<file path="config.mk">
export PLATFORM = sky130hd
export DESIGN_NAME = regfile_wb_param
export DESIGN_NICKNAME = d
export VERILOG_FILES = /design/src/rtl/regfile_wb_param.sv
export SDC_FILE = /design/constraint.sdc
export NUM_CORES = 2
export LEC_CHECK = 0
export BUFFER_PORTS_ARGS = -buffer_cell sky130_fd_sc_hd__buf_2
export CORE_MARGIN = 4
export CORE_UTILIZATION = 40
export CTS_BUF_LIST = sky130_fd_sc_hd__clkbuf_16
export DETAILED_ROUTE_END_ITERATION = 7
export SLEW_MARGIN = 20
export SYNTH_ARGS = -nofsm -noshare
export SYNTH_HDL_FRONTEND = slang
export SYNTH_SLANG_ARGS = --single-unit
export TNS_END_PERCENT = 50
</file>
<file path="constraint.sdc">
create_clock -name clk -period 4.5 [get_ports clk]
set_input_delay 0.225 -clock clk [delete_from_list [all_inputs] [get_ports clk]]
set_output_delay 0.225 -clock clk [all_outputs]
set_load 0.01 [all_outputs]
</file>
<file path="src/rtl/regfile_wb_param.sv">
// rtl/regfile_wb_param.sv - RV32 integer register file with sequenced writeback commit and flush pulse
// Write path: IDLE -> HOLD (WB_DELAY cycles) -> WRITE (commit) -> FLUSH (one-cycle pulse) -> IDLE.
module regfile_wb_param #(
  parameter int XLEN     = 32,
  parameter int NREGS    = 32,
  parameter int NUM_RD   = 2,
  parameter int WB_DELAY = 1,
  parameter int ZERO_REG = 1,
  parameter int BYPASS   = 1,
  localparam int AW      = (NREGS > 1) ? $clog2(NREGS) : 1
) (
  input  logic                   clk,
  input  logic                   rst,
  input  logic                   i_wb_valid,
  output logic                   o_wb_ready,
  input  logic [AW-1:0]          i_wb_rd,
  input  logic [XLEN-1:0]        i_wb_data,
  input  logic [NUM_RD*AW-1:0]   i_rd_addr,
  output logic [NUM_RD*XLEN-1:0] o_rd_data,
  input  logic [AW-1:0]          i_dbg_addr,
  output logic [XLEN-1:0]        o_dbg_data,
  output logic                   o_busy,
  output logic                   o_flush
);

  typedef enum logic [1:0] {S_IDLE, S_HOLD, S_WRITE, S_FLUSH} state_t;

  localparam logic [3:0]  CNT_INIT = (WB_DELAY > 0) ? 4'(WB_DELAY - 1) : 4'd0;
  localparam logic [31:0] NREGS_U  = NREGS;

  state_t          r_state;
  state_t          w_next;
  logic [AW-1:0]   r_rd;
  logic [XLEN-1:0] r_data;
  logic [3:0]      r_cnt;
  logic [XLEN-1:0] r_regs [NREGS];
  logic            w_accept;
  logic            w_commit;
  logic            w_pending;

  // Addresses past the end of a non-power-of-2 file read as 0 and never write.
  function automatic logic f_in_range(input logic [AW-1:0] a);
    return 32'(a) < NREGS_U;
  endfunction

  always_comb begin
    w_next     = r_state;
    o_wb_ready = 1'b0;
    o_busy     = 1'b0;
    o_flush    = 1'b0;
    w_accept   = 1'b0;
    w_commit   = 1'b0;
    case (r_state)
      S_IDLE: begin
        o_wb_ready = 1'b1;
        if (i_wb_valid) begin
          w_accept = 1'b1;
          w_next   = (WB_DELAY == 0) ? S_WRITE : S_HOLD;
        end
      end
      S_HOLD: begin
        o_busy = 1'b1;
        if (r_cnt == 4'd0) w_next = S_WRITE;
      end
      S_WRITE: begin
        o_busy   = 1'b1;
        w_commit = 1'b1;
        w_next   = S_FLUSH;
      end
      S_FLUSH: begin
        o_busy  = 1'b1;
        o_flush = 1'b1;
        w_next  = S_IDLE;
      end
      default: w_next = S_IDLE;
    endcase
  end

  always_ff @(posedge clk or negedge rst) begin
    if (!rst) begin
      r_state <= S_IDLE;
      r_rd    <= '0;
      r_data  <= '0;
      r_cnt   <= 4'd0;
    end else begin
      r_state <= w_next;
      if (w_accept) begin
        r_rd   <= i_wb_rd;
        r_data <= i_wb_data;
        r_cnt  <= CNT_INIT;
      end else if (r_state == S_HOLD && r_cnt != 4'd0) begin
        r_cnt <= r_cnt - 4'd1;
      end
    end
  end

  always_ff @(posedge clk or negedge rst) begin
    if (!rst) begin
      for (int i = 0; i < NREGS; i++) r_regs[i] <= '0;
    end else if (w_commit && f_in_range(r_rd) && !(ZERO_REG != 0 && r_rd == '0)) begin
      r_regs[r_rd] <= r_data;
    end
  end

  assign w_pending  = (BYPASS != 0) && (r_state == S_HOLD || r_state == S_WRITE);
  assign o_dbg_data = f_in_range(i_dbg_addr) ? r_regs[i_dbg_addr] : '0;

  for (genvar k = 0; k < NUM_RD; k++) begin : g_rd
    logic [AW-1:0] w_addr;
    logic          w_zero;
    logic          w_hit;
    assign w_addr = i_rd_addr[k*AW +: AW];
    assign w_zero = !f_in_range(w_addr) || (ZERO_REG != 0 && w_addr == '0);
    assign w_hit  = w_pending && (w_addr == r_rd);
    assign o_rd_data[k*XLEN +: XLEN] = w_zero ? '0 : (w_hit ? r_data : r_regs[w_addr]);
  end

endmodule

</file>
==> results.md <==
- Status: completed
- IO buf count: roughly 150
- # rows: approximately 150
- Mapped Area: 0.0643 mm2
- Period utilisation layout: 0.896
- Initial Util: 0.404
- CORE AREA: 0.159 mm2
- Die area: 0.167 mm2
- Final Hold Vio Count: 0
- Worst-Skew Late Latency: 0.75 ns
- Synth Instances: 4349
- Rel. slew slack: 0.182
- Critical path arrival: about 3.8 ns
- First-pass iteration count of the detailed router: 6
- Fraction of registers with async set/reset: 1.00
- Max Freq: 0.248 GHz
- Crit Path Category: flip-flop to primary output
- FF-to-FF End: r_regs[867]
- Total power draw: 41.7 mW
- Crit. Startpoint: r_rd[3]
- Clock Tree Buf Depth: 3
- Vias: approximately 44000
- Crit Path Max Fanout: 30
- Initial antenna violation count: 18
- Pin count of the biggest net entering global routing: 153
- Count of different cell masters after synthesis: 50
- Hold WC Path Type: primary input to async pin
- First-pass GRT wire length: 343 mm
- Average cell area after synthesis: 14.8 um2
- CP required: 4.28 ns
- Max cap viols: 0
- # clock sinks: approximately 1100
- DRT Wirelength: 240 mm
- Maximum VDD drop: 0.363 mV
- Avg Vias per Cell: 6.74
- Yosys Warn Count: 0
- RSZ-0062 raised after global routing: false
- DR WL/cell: 36.5 um
- Synth top area cells: dfrtp_1 42%, mux4_2 25%, mux2_2 19%
- Worst Reg2Reg Path Length in Cells: 5
- FILL cells: 14000
- H-tree depth: 3
- Crit path to: o_rd_data[57]
- R2R Setup Slk: 1.14 ns
- Vias in the first global route: 44600
- EDFF count, synth: 0
- Die Span X: between 400 and 500 um
- Ys flop type: dfrtp_1
- Post-CTS Setup Repair Bufs: 0
- Least-Margin Pin Slew: 1.23 ns
- Worst setup EP type: primary output
- Clock slew at reported path FFs: 0.06 ns
- Commonest non-fill, non-tap cells in the layout: 1067 x dfrtp_1, 1066 x mux2_2, 706 x mux4_2, 267 x mux2i_1, 140 x buf_2
- Routed Antenna Nets: 0
- Gpl congestion: 0.841
- All-Layer GR Usage: 0.283
- Number of CTS-inserted buffers: 120
- Die Y: 409 um
- Total grt overflow: 0
- Pwr Density: 581 mW/mm2
- Layout Nets: between 4000 and 5000
- Min Tclk post-route: 4.03 ns
- Post-route DRC: 0
- Layout cells sized above 1: 0.525
- Yosys reg bits: 1067
- Top-area cell type share of the netlist area: 0.415
- Crit start category: flip-flop
- P_leak: 31.5 nW
- Most common cell after layout, fill and taps aside: dfrtp_1
- Dominant cell type by area after synthesis: dfrtp_1
- I/O Pins: approximately 150
- Setup Skew: 0.0226 ns
- First DRT Iteration DRCs: approximately 5200
- Sequential area share after synthesis: 0.415
- Worst reg2reg startpoint: r_state[0]
- Root buf cell: clkbuf_16
- Synthesized net count: approximately 4400
- Final setup violation count: 0
- Post-Route Setup TNS: 0 ns
- CTS tree: yes
- Detailed placer's ending HPWL: 141 mm
- Area delta synth->final: 11.8%
- Count of final max-slew check failures: 0
cell usage after synthesis (8+ instances only):
cell       number
a211oi_1       51
a21oi_1        56
a22o_1         49
a22oi_1       124
a31oi_1        19
a32o_1         13
buf_1          81
buf_2          89
buf_4          40
clkbuf_1      304
dfrtp_1      1067
mux2_2       1066
mux2i_1       267
mux4_2        706
nand2_1       112
nand3_1        44
nor2_1         25
nor2b_1        10
nor3_1          8
o2111ai_1      22
o21ai_0        21
o221ai_1       32
o22a_1         18
o22ai_1        33
xnor2_1         8
per-stage QoR:
stage / worst slack, ns / utilization / instances / instance area (um2) / hold WS, ns
2_1_floorplan: 2.24 / - / 4349 / 64300 / -0.0706
3_3_place_gp: 1.28 / 0.426 / 6296 / 67700 / 0.262
3_5_place_dp: 1.22 / 0.426 / 6296 / 67700 / 0.269
4_1_cts: 0.609 / 0.451 / 6556 / 71800 / 0.103
5_1_grt: 0.403 / 0.451 / 6557 / 71800 / 0.140
6_report: 0.466 / 0.452 / 6567 / 71900 / 0.100
final cells by class:
class                      count  area [um2]  area share
antenna                       11        27.5    0.000383
inverter                       7        26.3    0.000366
clock inverter                99         677     0.00942
tap                         2146        2690      0.0374
multi-input combinational   2754       35600       0.496
sequential                  1067       26700       0.372
timing repair buffer         361        3080      0.0428
clock buffer                 122        3050      0.0425
power by group:
group / internal, mW / switching (mW) / leakage (nW)
registers: 13.3 / 4.04 / 14.3
logic: 8.36 / 6.46 / 15.2
clock network: 5.33 / 4.25 / 1.97
cell families (layout without fill, tap and decap cells):
family / after synthesis / count (layout) / share of synthesized area
buffers and inverters: 528 / 589 / 0.0357
AO/OA/AOI/OAI: 451 / 451 / 0.0520
adder cells (fa/ha/maj): 7 / 7 / 0.00136
flip-flops: 1067 / 1067 / 0.415
multiplexers: 2039 / 2039 / 0.476
AND/OR/NAND/NOR: 244 / 244 / 0.0180
XOR/XNOR: 13 / 13 / 0.00177
other: 0 / 11 / 0
repair_timing:
action | 4_1_cts | 5_1_grt
resized for setup | 0 | 0
endpoints found under the setup margin | 0 | 0
hold buffers | 39 | 0
endpoints found under the hold margin | 218 | 0
routing by layer:
| layer | vias up | track usage | share of wire |
|---|---|---|---|
| met4 | 10 | 0.124 | 0.048 |
| met2 | 2490 | 0.429 | 0.45 |
| met3 | 576 | 0.0810 | 0.10 |
| met5 | - | 0.000575 | 0.00098 |
| met1 | 23900 | 0.381 | 0.40 |
| li1 | 17300 | - | - |
sequential cells by signal, indices dropped and copies added (netlist names):
name and count:
r_state 2, r_rd 5, r_regs 1024, r_cnt 4
r_data 32
worst max-delay path, stage by stage, from the launching register on:
cell and delay [ns]:
dfrtp_1 0.76, xnor2_1 0.15, nand4_1 0.18, or2_4 0.51, buf_4 0.46, o21ai_0 0.13, a21oi_1 0.58, buf_2 0.26
worst min-delay path by stage:
stage / end / cells after the start / startpoint
2_1_floorplan: r_cnt[0] / 0 / rst
3_3_place_gp: r_regs[344] / 1 / rst
3_5_place_dp: r_regs[449] / 1 / rst
4_1_cts: r_regs[344] / 2 / rst
5_1_grt: r_regs[224] / 2 / rst
6_report: r_regs[344] / 2 / rst
No activity file was read; power rests on OpenSTA's default activity.
